File: src/rtl/instr_loader.sv
// Serial program loader: assembles a host byte stream into 18-bit instruction
// words, writes them to instruction memory and holds the CPU until the image verifies.
//
// state  | meaning
// IDLE   | after reset, waiting for start, CPU held
// HDR_HI | expecting count[9:8] byte
// HDR_LO | expecting count[7:0] byte
// B0     | expecting instr[17:16] byte
// B1     | expecting instr[15:8] byte
// B2     | expecting instr[7:0] byte
// WRITE  | one-cycle memory write of the assembled word
// CHK    | expecting checksum byte
// DONE   | image verified, CPU released
// ERR    | format, checksum or timeout failure, CPU held
module instr_loader #(
  parameter int ADDR_W  = 10,
  parameter int DATA_W  = 18,
  parameter int TIMEOUT = 4096
) (
  input  logic              clk,
  input  logic              reset,
  input  logic              start,
  input  logic [7:0]        in_data,
  input  logic              in_valid,
  output logic              in_ready,
  output logic              imem_we,
  output logic [ADDR_W-1:0] imem_addr,
  output logic [DATA_W-1:0] imem_wdata,
  output logic              cpu_hold,
  output logic              done,
  output logic              error
);

  localparam logic [3:0] S_IDLE   = 4'd0;
  localparam logic [3:0] S_HDR_HI = 4'd1;
  localparam logic [3:0] S_HDR_LO = 4'd2;
  localparam logic [3:0] S_B0     = 4'd3;
  localparam logic [3:0] S_B1     = 4'd4;
  localparam logic [3:0] S_B2     = 4'd5;
  localparam logic [3:0] S_WRITE  = 4'd6;
  localparam logic [3:0] S_CHK    = 4'd7;
  localparam logic [3:0] S_DONE   = 4'd8;
  localparam logic [3:0] S_ERR    = 4'd9;

  localparam int TMO_W = $clog2(TIMEOUT + 1);

  logic [3:0]        state;
  logic [9:0]        count;
  logic [9:0]        idx;
  logic [7:0]        xsum;
  logic [TMO_W-1:0]  tmo;
  logic [DATA_W-1:0] word;
  logic              xfer;

  // All outputs come from registers only, so in_ready never depends on in_valid.
  always_comb begin
    in_ready = 1'b0;
    case (state)
      S_HDR_HI, S_HDR_LO, S_B0, S_B1, S_B2, S_CHK: in_ready = 1'b1;
      default:                                     in_ready = 1'b0;
    endcase
  end

  assign xfer       = in_valid & in_ready;
  assign imem_we    = (state == S_WRITE);
  assign imem_addr  = ADDR_W'(idx);
  assign imem_wdata = word;
  assign cpu_hold   = (state != S_DONE);
  assign done       = (state == S_DONE);
  assign error      = (state == S_ERR);

  always_ff @(posedge clk or posedge reset) begin
    if (reset) begin
      state <= S_IDLE;
      count <= '0;
      idx   <= '0;
      xsum  <= '0;
      tmo   <= '0;
      word  <= '0;
    end else begin
      case (state)
        S_IDLE, S_DONE, S_ERR: begin
          if (start) begin
            state <= S_HDR_HI;
            idx   <= '0;
            xsum  <= '0;
            tmo   <= '0;
          end
        end
        S_WRITE: begin
          // index stops at the frame count, not at the memory size
          if (idx == count) begin
            state <= S_CHK;
          end else begin
            idx   <= idx + 10'd1;
            state <= S_B0;
          end
        end
        S_HDR_HI, S_HDR_LO, S_B0, S_B1, S_B2, S_CHK: begin
          if (xfer) begin
            tmo  <= '0;
            xsum <= xsum ^ in_data;
            case (state)
              S_HDR_HI: begin
                if (in_data[7:2] != 6'd0) begin
                  state <= S_ERR;
                end else begin
                  count[9:8] <= in_data[1:0];
                  state      <= S_HDR_LO;
                end
              end
              S_HDR_LO: begin
                count[7:0] <= in_data;
                state      <= S_B0;
              end
              S_B0: begin
                if (in_data[7:2] != 6'd0) begin
                  state <= S_ERR;
                end else begin
                  word[17:16] <= in_data[1:0];
                  state       <= S_B1;
                end
              end
              S_B1: begin
                word[15:8] <= in_data;
                state      <= S_B2;
              end
              S_B2: begin
                word[7:0] <= in_data;
                state     <= S_WRITE;
              end
              default: state <= (in_data == xsum) ? S_DONE : S_ERR;
            endcase
          end else begin
            tmo <= tmo + 1'b1;
            if (tmo == TMO_W'(TIMEOUT - 1)) state <= S_ERR;
          end
        end
        default: state <= S_IDLE;
      endcase
    end
  end

endmodule

File: config.mk
export PLATFORM = sky130hd
export DESIGN_NAME = instr_loader
export DESIGN_NICKNAME = d
export VERILOG_FILES = /design/src/rtl/instr_loader.sv
export SDC_FILE = /design/constraint.sdc
export NUM_CORES = 1
export LEC_CHECK = 0
export ABC_AREA = 1
export CAP_MARGIN = 20
export CORE_ASPECT_RATIO = 0.6
export CORE_UTILIZATION = 30
export DETAILED_ROUTE_END_ITERATION = 16
export HOLD_SLACK_MARGIN = 0.1
export PLACE_DENSITY_LB_ADDON = 0.12
export SYNTH_ARGS = -nofsm -noshare
export SYNTH_HDL_FRONTEND = slang
export SYNTH_SLANG_ARGS = --single-unit
File: constraint.sdc
create_clock -name clk -period 2.4 [get_ports clk]
set_input_delay 0.6 -clock clk [delete_from_list [all_inputs] [get_ports clk]]
set_output_delay 0.6 -clock clk [all_outputs]
set_load 0.01 [all_outputs]
==> impl_metrics.tcl <==
set metrics [dict create \
    status "finished with violations" \
    failed_checks "DRC" \
    start_util 0.3134 \
    max_slew_margin 0.6407 \
    r2r-start "state[3]" \
    synth_area_per_cell_um2 7.277 \
    arrival_ns 1.71 \
    p_leak_uw 0.002020 \
    coreArea_mm2 0.01070 \
    rsz0062_at_grt "false" \
    h-tree-depth 3 \
    cts_tree "built" \
    final_common_cell "nand2_1" \
    grt_max_degree 24 \
    rows 29 \
    via_per_inst 4.695 \
    die_w_um 138.5 \
    fin_setup_tns_ns 0 \
    final_util 0.4077 \
    dieHeight_um 83.91 \
    worstMarginPinSlew_ns 0.5381 \
    rr_endpoint "state[0]" \
    ios 45 \
    synth_cells 461 \
    ir_drop_mv 0.3918 \
    gp_congestion 0.8169 \
    critPathMaxFanout 5 \
    critPathRequiredTime_ns 1.80 \
    worstSetupEndpointType "output pin" \
    layout-drive-gt1-share 0.08077 \
    finalSetupViolCount 0 \
    dp_hpwl_mm 6.629 \
    yosysWarningCount 0 \
    period_needed_ns 2.312 \
    numPortBuffers 44 \
    overflow 0 \
    yosysUniqueCellTypes 27 \
    nFillCells 1106 \
    start_kind "flop" \
    post-cts-setup-buffer-count 0 \
    synth_area_mm2 0.003354 \
    clockRootBuffer "clkbuf_16" \
    drt_iter0_markers 232 \
    drc 4 \
    track_usage 0.1709 \
    grt_pass1_wl_mm 15.32 \
    area_growth_pct 30.10 \
    power_density_mw_per_mm2 859.8 \
    clock_latency_ns 0.33 \
    synth_seq_area_share 0.4700 \
    cts_hold_buf 0 \
    maxCapViolations 0 \
    ant_nets 0 \
    crit_type "flop to output pin" \
    hp-class "flop to flop" \
    cp-endpoint "in_ready" \
    antenna_found_initial 0 \
    cts_sinks 63 \
    grt_pass1_vias 2860 \
    maxClockFrequency_mhz 432.5 \
    drt_first_pass_iters 11 \
    slew_viol_final 0 \
    clockBufferDepth 2 \
    diodes 0 \
    syn_nets 475 \
    clk_pin_slew_ns 0.06 \
    vias 3094 \
    layout_common_cells "nand2_1 (162), dfrtp_1 (61), inv_1 (43), nor2_1 (43), clkdlybuf4s50_1 (42)" \
    r2r_setup_slack_ns 0.55 \
    ys_ff_latch 63 \
    wl_per_cell_um 13.80 \
    post-route-period-util 0.9633 \
    drt-total-wl_mm 9.094 \
    skew_ns 0.006665 \
    nNetsFinal 529 \
    worstSetupStartpoint "state[3]" \
    hold_viol_final 0 \
    reg2reg_depth 11 \
    die-area_mm2 0.01162 \
    numCtsBuffers 9 \
]
-- registers in the layout, summed over array words and instances, names as in the netlist --
signal	flops
state	4
count	10
imem_addr	10
xsum	8
imem_wdata	18
tmo	13
-- synth_stat cells (all sizes together) --
cell    number  area [um^2]
nand4       14        87.58
clkinv       3        12.51
inv         46        172.7
o21ai       51        255.3
a211oi       1        7.510
xnor2       10        87.58
nor2        46        175.2
o21bai       1        7.510
nand3b       1        7.510
dfrtp       63         1577
o211ai       1        7.510
nor3         3        15.01
buf         10        52.55
nand3       32        160.2
ha           2        25.02
clkbuf       1        3.750
nor3b        2        15.01
o31ai        1        7.510
a21oi        3        15.01
xor2         2        17.52
nand2      168        645.6
-- routing by layer --
metal,GRT usage,vias to the layer above,wire length [um]
li1,-,1580,-
met1,0.2738,1416,5244
met2,0.2132,91,3261
met3,0.04934,7,526
met4,0.04188,0,61
met5,0,-,0
-- area by class of cell --
type                    instances  area [um^2]  share of cell area
flip-flops and latches         63         1579              0.3618
clock inverters                 7        103.9             0.02380
well taps                     139        173.9             0.03985
multi-input cells             338         1551              0.3555
clock buffers                   9        225.2             0.05161
repair buffers                 54        545.5              0.1250
inverters                      49        185.2             0.04243
-- report_power, final --
group          switching (uW)  internal (uW)
Sequential                117           1190
Clock                     525            924
Combinational             637            358
Total                    1280           2470
-- stage by stage --
stage | instances | setup slack (ns) | instance area (um^2) | power [uW] | hold WS [ns]
after global routing | 659 | 0.01983 | 4364 | 3986 | 0.5173
after floorplan | 461 | 0.2303 | 3354 | 1948 | 0.4732
after global placement | 643 | 0.2931 | 4013 | 2322 | 0.4731
after CTS | 659 | 0.02042 | 4357 | 3794 | 0.5000
after detailed placement | 643 | 0.2861 | 4013 | 2317 | 0.4832
final | 659 | 0.08798 | 4364 | 3752 | 0.4926
-- how the worst min path moves through the flow --
stage	slack, ns	from	endpoint	depth (start not counted)
after floorplan	0.47	count[9]	count[9]	2
after CTS	0.50	imem_wdata[17]	imem_wdata[17]	2
final	0.49	imem_wdata[17]	imem_wdata[17]	2
after global placement	0.47	imem_wdata[9]	imem_wdata[9]	2
after global routing	0.52	imem_wdata[17]	imem_wdata[17]	2
after detailed placement	0.48	imem_wdata[2]	imem_wdata[2]	2
-- kinds of logic (layout without fill, tap and decap cells) --
logic type                 count (synthesis)  after routing  share of synthesized area
AOI/OAI and AO/OA                         58             58                    0.08952
xor gates and xnor gates                  12             12                    0.03133
adders and majority gates                  2              2                   0.007459
and+or+nand+nor                          266            266                     0.3297
DFF                                       63             63                     0.4700
buffers and inverters                     60            119                    0.07198
-- worst max-delay path: stages, from the launching register on --
cell and delay, ns:
dfrtp_1 0.42, nor2_2 0.22, nand2_1 0.12, nand2_2 0.10, clkdlybuf4s50_1 0.53
-- timing repair --
action                                  in CTS  in global routing
gates resized for setup                      4                  5
hold endpoints to repair                     0                  0
endpoints found under the setup margin       4                  5
(Power assumes the default switching activity.)
==> edit 1: new RTL, same flow settings <==
Reset style: synchronous (`reset`), changed in one clocked block.
--- a/src/rtl/instr_loader.sv
+++ b/src/rtl/instr_loader.sv
@@ -69,7 +69,7 @@
   assign done       = (state == S_DONE);
   assign error      = (state == S_ERR);
 
-  always_ff @(posedge clk or posedge reset) begin
+  always_ff @(posedge clk) begin
     if (reset) begin
       state <= S_IDLE;
       count <= '0;
Behaviour: differs if reset is asserted again (counterexample within 4 cycles, from zero or initial values and one cycle with reset high); with reset held inactive, the same outputs for 10 cycles.
==> edit 1 against the original RTL <==
Area after synthesis rose by 1.7%; routed wire length rose by 12%; cell area fell by 0.49%; setup slack better by 0.010 ns; sequential cell count is the same; critical path type unchanged.
Power is not compared: it rests on default switching activity, and its combinational part moved more than twofold at a synthesized area within 25%.
==> edit 1: results (changes against the original RTL) <==
The worst relative slew slack is 58.0% (was 64.1%). The wire length on met3 was 577 µm (was 526 µm). Largest cell class by area: multi-input combinational cells (was registers).

The share of final-layout standard cells stronger than drive strength 1 is 10.6% (was 8.08%). The count of mapped cells out of synthesis was 512 (was 461). The tools report the post-placement setup slack as 0.165 ns (was 0.286 ns). The detailed-route wire length was 10,200 µm (was 9090 µm). The compound-gate portion of the synthesized area came out at 11.9% (was 8.95%). The launch instance of the worst min-delay path was imem_wdata[10] (was imem_wdata[17]). The wire length on met1 is 5680 µm (was 5240 µm), and the met2 track demand over resource in global routing is 24.4% (was 21.3%). The final weighted congestion in routability-driven placement came out at 0.870 (was 0.817). The run gives 10,800 µm² (was 10,700 µm²) as the area of the core. The net count reported at finish is 576 (was 529), and the first-pass detailed-route iteration total is 5 (was 11). Clock distribution area overhead in the final layout: 7.46% (was 7.54%).

The inverter count was 57 (was 49). The tools report the detailed route wirelength on metal2 as 3850 µm (was 3260 µm). The iteration-0 DRC count of the detailed router is 214 (was 232), and the proportion of register bits with asynchronous set or reset after synthesis is 0% (was 100%). Slack of the worst reg-to-reg path: 0.41 ns (was 0.55 ns). The area growth from synthesis to layout was 27.3% (was 30.1%); the net count of the mapped netlist was 526 (was 475). The clock buffer count in the final layout came out at 11 (was 9). The pin count of the biggest net entering global routing came out at 45 (was 24). The number of filler cells placed in the layout is 1,134 (was 1,106), and the post-synthesis share of cell area spent on full adders, half adders and majority gates is 0.734% (was 0.746%).

The run gives 378 (was 338) as the multi-input combinational cell count. The overall via count from detail_route was 3,469 (was 3,094). The flow ran to the end, and the final reports show no timing, DRC or antenna violations. The endpoint of the worst register-to-register path is count[2] (was state[0]).

The tools report the worst setup path startpoint as state[1] (was state[3]). Share of the final layout cell area in multi-input gates: 42.7% (was 35.6%). The terminating pin of the worst hold path is imem_wdata[10] (was imem_wdata[17]). The tools report the global routing usage summed across all routing layers as 18.5% (was 17.1%). Post-synth top cells: 128 x sky130_fd_sc_hd__nand2_1, 64 x sky130_fd_sc_hd__nor2_1, 63 x sky130_fd_sc_hd__dfxtp_1, 54 x sky130_fd_sc_hd__a21oi_1, 50 x sky130_fd_sc_hd__inv_1 (was 162 x sky130_fd_sc_hd__nand2_1, 63 x sky130_fd_sc_hd__dfrtp_1, 45 x sky130_fd_sc_hd__inv_1, 45 x sky130_fd_sc_hd__nor2_1, 32 x sky130_fd_sc_hd__nand3_1). Dominant cells by area after synthesis: sky130_fd_sc_hd__dfxtp_1 37%, sky130_fd_sc_hd__nand2_1 14%, sky130_fd_sc_hd__a21oi_1 7.9% (was sky130_fd_sc_hd__dfrtp_1 47%, sky130_fd_sc_hd__nand2_1 18%, sky130_fd_sc_hd__inv_1 5.0%). Clock tree skew after final layout: 0.00764 ns (was 0.00667 ns).

The wire length of the first global-routing pass was 16,900 µm (was 15,300 µm). The number of global-route vias before repair was 3,202 (was 2,860). The worst reg-to-reg path cell count came out at 10 (was 11).
[edit 1: cell types whose count changed after synthesis, moves of 12 or more]
cell,unedited run,this run
sky130_fd_sc_hd__o21ai_1,24,0
sky130_fd_sc_hd__a21oi_1,3,54
sky130_fd_sc_hd__nand3_1,32,44
sky130_fd_sc_hd__dfxtp_1,0,63
sky130_fd_sc_hd__dfrtp_1,63,0
sky130_fd_sc_hd__o21ai_0,27,15
sky130_fd_sc_hd__nand2_1,162,128
sky130_fd_sc_hd__nor2_1,45,64
[edit 1: worst max-delay path, stage by stage, from the launching register on]
cell                              delay [ns]
sky130_fd_sc_hd__dfxtp_1                0.38
sky130_fd_sc_hd__inv_1                  0.13
sky130_fd_sc_hd__nand2_2                0.15
sky130_fd_sc_hd__nand2_2                0.10
sky130_fd_sc_hd__nand2_4                0.09
sky130_fd_sc_hd__clkdlybuf4s50_1        0.54
==> edit 2: new RTL, same flow settings <==
Without the edit above. The parameter `ADDR_W` goes from 10 to 9.
--- a/src/rtl/instr_loader.sv
+++ b/src/rtl/instr_loader.sv
@@ -13,7 +13,7 @@
 // DONE   | image verified, CPU released
 // ERR    | format, checksum or timeout failure, CPU held
 module instr_loader #(
-  parameter int ADDR_W  = 10,
+  parameter int ADDR_W  = 9,
   parameter int DATA_W  = 18,
   parameter int TIMEOUT = 4096
 ) (
Ports: changed (resized imem_addr); port bits go from 45 to 44. The function was not compared with the original's and may differ.
==> edit 2 against the original RTL <==
Total power rose by 2.8%; first-iteration DRC count fell by 15%; sequential cell count did not move; non-clock buffer count decreased by 1; clock power up 5%; routed wire length is 3.0% higher; critical endpoint unchanged; critical path type unchanged; via count down 1.2%; register-to-register slack got worse by 0.03 ns; utilization fell by 0.54 points; cell area fell by 0.32%; highest routed layer unchanged; setup slack better by 0.014 ns; area after synthesis increased by 2.0%.
==> edit 2: results (changes against the original RTL) <==
The run finished with clean final reports. The post-route worst hold slack was 0.495 ns (was 0.493 ns); the share of final-layout standard cells stronger than drive strength 1 was 7.92% (was 8.08%). The clock distribution area overhead in the final layout was 7.94% (was 7.54%); the final weighted congestion in routability-driven placement was 0.894 (was 0.817). The logs give 63 (unchanged) for the number of sequential cells in the layout and 197 (was 232) for the iteration-0 DRC count of the detailed router.

The placed wire-length estimate after detailed placement was 6890 µm (was 6630 µm); the post-placement setup slack was 0.316 ns (was 0.286 ns). For the leakage power total, the log shows 2.00 nW (was 2.02 nW). The slack of the worst reg-to-reg path was 0.52 ns (was 0.55 ns).

The met3 layer usage reported by global route was 5.25% (was 4.93%); the storage element area was 1580 µm² (about the same). The top fanout value on the critical path is 7 (was 5). The wire length per cell after detailed routing works out to 14.3 µm (was 13.8 µm). The parity-gate share of the synthesized area counting xor and xnor cells is 3.07% (was 3.13%). For the global routing usage summed across all routing layers, the log shows 17.2% (was 17.1%).

The endpoint of the worst register-to-register path was state[2] (was state[0]). For the clock tree skew after final layout, the log shows 0.00743 ns (was 0.00667 ns). The post-placement cell count was 642 (was 643); the portion of the layout cell area used by non-clock buffers was 11.9% (was 12.5%).

The logs give 5310 µm (was 5240 µm) for the wire length on met1 and 21.3% (about the same) for the met2 track demand over resource in global routing. For the total cell area at the placement stage, the log shows 3990 µm² (was 4010 µm²). For the overall via count from detail_route, the log shows 3,058 (was 3,094).

The wire length of the first global-routing pass was 15,400 µm (was 15,300 µm). The worst-case vdd ir drop is 327 µV (was 392 µV), and the number of filler cells placed in the layout is 1,118 (was 1,106). Sequential cell area fraction in the yosys report: 46.1% (was 47.0%).
## edit 2: changes by cell type after synthesis
| cell | change |
|---|---|
| sky130_fd_sc_hd__buf_4 | +9 |
## edit 2: power by group
part           switching [mW]  internal, mW  leakage (nW)  total, mW
logic                   0.665         0.358         0.974       1.02
registers               0.124          1.19         0.863       1.32
clock network           0.479          1.04         0.165       1.52
## edit 2: worst max-delay path by stage
| stage | slack [ns] | endpoint |
|---|---|---|
| 2_1_floorplan | 0.23 | count[0] |
| 3_3_place_gp | 0.30 | imem_we |
| 3_5_place_dp | 0.32 | imem_we |
| 4_1_cts | 0.02 | imem_we |
| 5_1_grt | 0.03 | in_ready |
| 6_report | 0.10 | in_ready |
## edit 2: worst max-delay path, delay by kind of cell (launching register included)
kind          cells  cell delay [ns]
simple gates      3             0.30
flops             1             0.43
buf+inv           2             0.64
